<file path="config.mk">
export PLATFORM = sky130hd
export DESIGN_NAME = stat_controller
export DESIGN_NICKNAME = d
export VERILOG_FILES = /design/src/rtl/stat_pkg.sv /design/src/rtl/stat_controller_key_edge_sync.sv /design/src/rtl/stat_controller.sv
export SDC_FILE = /design/constraint.sdc
export NUM_CORES = 1
export LEC_CHECK = 0
export CAP_MARGIN = 20
export CORE_MARGIN = 4
export CORE_UTILIZATION = 45
export CTS_CLUSTER_DIAMETER = 40
export CTS_CLUSTER_SIZE = 8
export DETAILED_ROUTE_END_ITERATION = 16
export PLACE_DENSITY = 0.62
export SLEW_MARGIN = 20
export SYNTH_ARGS = -nofsm -noshare
export SYNTH_HDL_FRONTEND = slang
export SYNTH_HIERARCHICAL = 1
export SYNTH_SLANG_ARGS = --single-unit
</file>
<file path="constraint.sdc">
create_clock -name i_clk -period 3 [get_ports i_clk]
set_input_delay 0.3 -clock i_clk [delete_from_list [all_inputs] [get_ports i_clk]]
set_output_delay 0.3 -clock i_clk [all_outputs]
set_load 0.01 [all_outputs]
</file>
<file path="src/rtl/stat_pkg.sv">
// Shared types, widths and the saturating edit helper for the player-stat block.
package stat_pkg;

   typedef enum logic [1:0] {IDLE = 2'd0, BUFF = 2'd1, COOL = 2'd2} buff_state_t;

   localparam int ATK_W = 5;
   localparam int SPD_W = 3;
   localparam int TMR_W = 32;

   // One saturating step: +1 up to i_max, -1 down to zero, both or neither = hold.
   function automatic logic [ATK_W-1:0] sat_step(
      input logic [ATK_W-1:0] i_val,
      input logic [ATK_W-1:0] i_max,
      input logic             i_inc,
      input logic             i_dec
   );
      logic [ATK_W-1:0] v_res;
      v_res = i_val;
      if (i_inc && !i_dec) begin
         if (i_val >= i_max) v_res = i_max;
         else                v_res = i_val + 5'd1;
      end else if (i_dec && !i_inc) begin
         if (i_val == 5'd0) v_res = 5'd0;
         else               v_res = i_val - 5'd1;
      end else begin
         v_res = i_val;
      end
      return v_res;
   endfunction

endpackage

</file>
<file path="src/rtl/stat_controller_key_edge_sync.sv">
// Two-flop synchronizer for an asynchronous key level, with a one-cycle rising-edge pulse.
module key_edge_sync (
   input  logic i_clk,
   input  logic i_rst_n,
   input  logic i_key,
   output logic o_pulse
);

   logic r_sync1;
   logic r_sync2;
   logic r_prev;

   // Synchronizer chain plus previous-value flop for edge detection.
   always_ff @(posedge i_clk or negedge i_rst_n) begin
      if (!i_rst_n) begin
         r_sync1 <= 1'b0;
         r_sync2 <= 1'b0;
         r_prev  <= 1'b0;
      end else begin
         r_sync1 <= i_key;
         r_sync2 <= r_sync1;
         r_prev  <= r_sync2;
      end
   end

   assign o_pulse = r_sync2 & ~r_prev;

endmodule

</file>
<file path="src/rtl/stat_controller.sv">
// Player attack/speed registers with key-driven saturating edits and a timed attack buff
// followed by a cooldown; feeds the seven-segment display stage.
module stat_controller #(
   parameter int unsigned ATK_INIT    = 5,
   parameter int unsigned SPD_INIT    = 1,
   parameter int unsigned ATK_MAX     = 31,
   parameter int unsigned SPD_MAX     = 7,
   parameter int unsigned BUFF_BONUS  = 8,
   parameter int unsigned BUFF_CYCLES = 50_000_000,
   parameter int unsigned COOL_CYCLES = 100_000_000
) (
   input  logic       i_clk,
   input  logic       i_rst_n,
   input  logic       i_key_inc,
   input  logic       i_key_dec,
   input  logic       i_sel,
   input  logic       i_lock,
   input  logic       i_buff_start,
   output logic [4:0] o_attack,
   output logic [2:0] o_speed,
   output logic       o_buff_active,
   output logic       o_cooldown
);
   import stat_pkg::*;

   localparam logic [TMR_W-1:0] TMR_ZERO  = {TMR_W{1'b0}};
   localparam logic [TMR_W-1:0] TMR_ONE   = {{(TMR_W-1){1'b0}}, 1'b1};
   localparam logic [TMR_W-1:0] BUFF_LOAD = TMR_W'(BUFF_CYCLES - 32'd1);
   localparam logic [TMR_W-1:0] COOL_LOAD = TMR_W'(COOL_CYCLES - 32'd1);

   logic              w_inc_pulse;
   logic              w_dec_pulse;
   buff_state_t       r_state;
   buff_state_t       w_state_nxt;
   logic [TMR_W-1:0]  r_timer;
   logic [TMR_W-1:0]  w_timer_nxt;
   logic [ATK_W-1:0]  r_base_atk;
   logic [SPD_W-1:0]  r_base_spd;
   logic [ATK_W:0]    w_boost_sum;

   key_edge_sync u_inc_sync (
      .i_clk   (i_clk),
      .i_rst_n (i_rst_n),
      .i_key   (i_key_inc),
      .o_pulse (w_inc_pulse)
   );

   key_edge_sync u_dec_sync (
      .i_clk   (i_clk),
      .i_rst_n (i_rst_n),
      .i_key   (i_key_dec),
      .o_pulse (w_dec_pulse)
   );

   // Base stat registers; a pulse seen while locked is simply lost.
   always_ff @(posedge i_clk or negedge i_rst_n) begin
      if (!i_rst_n) begin
         r_base_atk <= ATK_W'(ATK_INIT);
         r_base_spd <= SPD_W'(SPD_INIT);
      end else if (!i_lock && (w_inc_pulse ^ w_dec_pulse)) begin
         if (i_sel) begin
            r_base_spd <= SPD_W'(sat_step(ATK_W'(r_base_spd), ATK_W'(SPD_MAX),
                                          w_inc_pulse, w_dec_pulse));
         end else begin
            r_base_atk <= sat_step(r_base_atk, ATK_W'(ATK_MAX), w_inc_pulse, w_dec_pulse);
         end
      end
   end

   // Buff FSM state and shared down-counter.
   always_ff @(posedge i_clk or negedge i_rst_n) begin
      if (!i_rst_n) begin
         r_state <= IDLE;
         r_timer <= TMR_ZERO;
      end else begin
         r_state <= w_state_nxt;
         r_timer <= w_timer_nxt;
      end
   end

   // Next-state logic: the timer is loaded with length-1 so each phase lasts its full count.
   always_comb begin
      w_state_nxt = r_state;
      w_timer_nxt = r_timer;
      case (r_state)
         IDLE: begin
            if (i_buff_start) begin
               w_state_nxt = BUFF;
               w_timer_nxt = BUFF_LOAD;
            end else begin
               w_timer_nxt = TMR_ZERO;
            end
         end
         BUFF: begin
            if (r_timer == TMR_ZERO) begin
               w_state_nxt = COOL;
               w_timer_nxt = COOL_LOAD;
            end else begin
               w_timer_nxt = r_timer - TMR_ONE;
            end
         end
         COOL: begin
            if (r_timer == TMR_ZERO) begin
               w_state_nxt = IDLE;
            end else begin
               w_timer_nxt = r_timer - TMR_ONE;
            end
         end
         default: begin
            w_state_nxt = IDLE;
            w_timer_nxt = TMR_ZERO;
         end
      endcase
   end

   // Boosted attack is summed one bit wider so the ceiling check sees the carry.
   always_comb begin
      w_boost_sum = {1'b0, r_base_atk} + (ATK_W+1)'(BUFF_BONUS);
      if (r_state == BUFF) begin
         if (w_boost_sum > (ATK_W+1)'(ATK_MAX)) o_attack = ATK_W'(ATK_MAX);
         else                                   o_attack = w_boost_sum[ATK_W-1:0];
      end else begin
         o_attack = r_base_atk;
      end
   end

   assign o_speed       = r_base_spd;
   assign o_buff_active = (r_state == BUFF);
   assign o_cooldown    = (r_state == COOL);

endmodule

</file>
==> flow_metrics.tcl <==
set metrics [dict create \
    rsz0062_at_grt "no" \
    drt-total-wl_mm 5.624 \
    synth_edf_count 0 \
    post-cts-setup-buffers 0 \
    drtAntennaViolNets 0 \
    path_clk_slew_ns 0.10 \
    drt-vias-per-instance 5.649 \
    multi_input_area_sq_um 1418 \
    synth_flop_cell "dfrtp_1" \
    cp-end-kind "register" \
    crit_buf_inv 1 \
    syn_inst 287 \
    worst_path_max_delay_cell "or4b_1" \
    clock_sinks 48 \
    grt_max_degree 49 \
    crit_fanout 12 \
    yosysWarningCount 6 \
    cts-root-buf "clkbuf_8" \
    initial_core_util 0.4634 \
    hpwl_mm 4.023 \
    endpoint "r_timer[5]" \
    netlist.area_leader.share 0.4104 \
    yosysMostFrequentCell "dfrtp_1" \
    dp_worst_setup_slack_ns 0.5587 \
    critPathLaunchType "register" \
    final_max_slew_viol_count 0 \
    grt_first_pass_wirelength_mm 9.998 \
    gp_congestion 0.8042 \
    drtIter0Drc 128 \
    cts_tree "yes" \
    row_count 28 \
    r2r-start "r_timer[0]" \
    dr.pass1.iters 4 \
    path_cells "inv_1, ha_1, or4b_1, nor4_1, nand3_1, o21a_1, o21ai_0" \
    htreeDepth 2 \
    final.setup.tns_ns 0 \
    rr_worst_depth 7 \
    cts_buffers 5 \
    power_density_nw_per_um2 756.2 \
    io_buffers 16 \
    routedWlPerCell_um 14.84 \
    postCtsHoldBufs 0 \
    worst_r2r_endpoint "r_timer[5]" \
    core_sq_um 5921 \
    min_period_ns 2.472 \
    path_depth 7 \
    synth.avg_cell_area_sq_um 9.561 \
    slowest_delay_ns 0.47 \
    cp.arrival_ns 2.69 \
    cts_max_path_buffers 2 \
    skew_ns 0.01515 \
    p_leak_nw 1.302 \
    ff2ff_setup_slack_ns 0.53 \
    die-area_sq_um 7411 \
    setup_violations 0 \
    register_area_sq_um 1205 \
    status "finished with violations" \
    syn_area_sq_um 2744 \
    die_h_um 86.09 \
    yosys_register_bits 48 \
    final_nets 321 \
    worstPathRequired_ns 3.22 \
    die_w_um 86.09 \
    ios 17 \
    ys_types 52 \
    synth_fp_nets 305 \
    fillers 551 \
    antenna_cells 0 \
    grt_pass1_vias 2083 \
    worstMarginPinSlew_ns 0.6841 \
    ys_top_cells_by_area "dfrtp_1, ha_1, xor2_1" \
    overflow 0 \
    critPathTopFamily "simple AND/OR/NAND/NOR gates" \
    ir_worst_vdd_v 0.0004010 \
    syn2layout_area_growth_pct 13.41 \
    drive_above_1_share 0.1020 \
    worstSetupPathType "register to register" \
    drc 0 \
    hold-worst-slack_ns -0.01863 \
    synth_commonest_cells "dfrtp_1, nor2_1, a21oi_1" \
    synth_seq_area_share 0.4391 \
    cts_resized 0 \
    drv_cap 0 \
    clkLatencyLatePin_ns 0.30 \
    fmax_ghz 0.4046 \
    track_usage 0.1691 \
    violations "hold timing" \
    synth_top_area_cell "dfrtp_1" \
    ys_async_sr_fraction 1.000 \
    vias 2141 \
    min_path_type "input pin to asynchronous set/reset pin" \
    antenna_found_initial 0 \
    crit_start "r_timer[0]" \
    fin_crit_sh 0.8239 \
    maxSlewHeadroom 0.5375 \
    hold_viol_final 9 \
    final.setup.worst_slack_ns 0.5282 \
]
==> cell families (layout without fill, tap and decap cells) <==
| kind of cell | Yosys count | in the layout | share of synthesized area |
|---|---|---|---|
| flops | 48 | 48 | 0.4391 |
| mux | 2 | 2 | 0.007296 |
| xor+xnor | 28 | 28 | 0.08938 |
| buf+inv | 29 | 46 | 0.04423 |
| compound gates | 68 | 68 | 0.1514 |
| simple gates | 101 | 101 | 0.2184 |
| fa+ha+maj | 11 | 11 | 0.05016 |
==> cells in the final DEF (no fill, tap or decap), drive strengths merged, types with 5 or more instances in the layout <==
cell,netlist,routed
nand2,11,11
nor2,29,29
buf,5,7
nor3,10,10
or4,7,7
ha,11,11
clkdlybuf4s50,0,15
inv,15,15
or3,5,5
a21o,5,5
xnor2,13,13
o21ai,24,24
nor4,11,11
xor2,15,15
a21oi,19,19
nand3,8,8
clkbuf,8,6
dfrtp,45,45
==> routing by layer <==
layer | vias to the layer above | global-route usage | wire length (um)
met4 | 0 | 0.05612 | 74
met3 | 8 | 0.02882 | 232
met1 | 1042 | 0.2457 | 2823
met5 | - | 0 | 0
li1 | 1058 | - | -
met2 | 33 | 0.2551 | 2493
==> report_power, final <==
group | total, W | switching [W] | internal [W]
Clock | 0.000544 | 0.000211 | 0.000333
Sequential | 0.00106 | 0.000228 | 0.000830
Combinational | 0.000751 | 0.000357 | 0.000394
==> through the flow <==
stage,instance area (sq um),instances,hold WS [ns],total power (W),utilization
2_1_floorplan,2744,287,0.004409,0.001564,-
3_3_place_gp,2977,371,0.3355,0.001810,0.5027
3_5_place_dp,2977,371,0.3347,0.001822,0.5027
4_1_cts,3109,379,0.2177,0.002382,0.5251
5_1_grt,3112,379,0.03115,0.002528,0.5256
6_report,3112,379,-0.01863,0.002353,0.5256
==> state kept, by name, summed over array words and instances (netlist names) <==
name and count:
u_inc_sync/r_sync2 1, r_timer 32, r_state 2, u_inc_sync/r_prev 1
u_inc_sync/r_sync1 1, r_base_atk 5, u_dec_sync/r_sync2 1, o_speed 3
u_dec_sync/r_sync1 1, u_dec_sync/r_prev 1
==> worst reg2reg max path: cells and delay by family, from the launching register on <==
| kind | cells | cell delay (ns) |
|---|---|---|
| simple gates | 3 | 1.20 |
| compound gates | 2 | 0.53 |
| fa+ha+maj | 1 | 0.15 |
| buf+inv | 1 | 0.12 |
| flops | 1 | 0.39 |
==> how the worst min path moves through the flow <==
stage | start | cells past startpoint | endpoint | slack [ns]
after floorplan | i_rst_n | 0 | o_speed[1] | 0.004
after detailed placement | u_dec_sync/r_sync1 | 0 | u_dec_sync/r_sync2 | 0.33
after CTS | i_rst_n | 1 | r_timer[4] | 0.22
after global routing | i_rst_n | 1 | r_timer[4] | 0.03
after global placement | u_inc_sync/r_sync1 | 0 | u_inc_sync/r_sync2 | 0.34
final | i_rst_n | 1 | r_timer[4] | -0.02
==> layout make-up <==
cell class              instances  share of cell area
clock inverters                 2             0.01930
flip-flops and latches         48              0.3872
repair buffers                 22             0.06514
inverters                      16             0.01930
clock buffers                   6             0.02332
well taps                      75             0.03016
multi-input cells             210              0.4556
(Power assumes the default switching activity.)
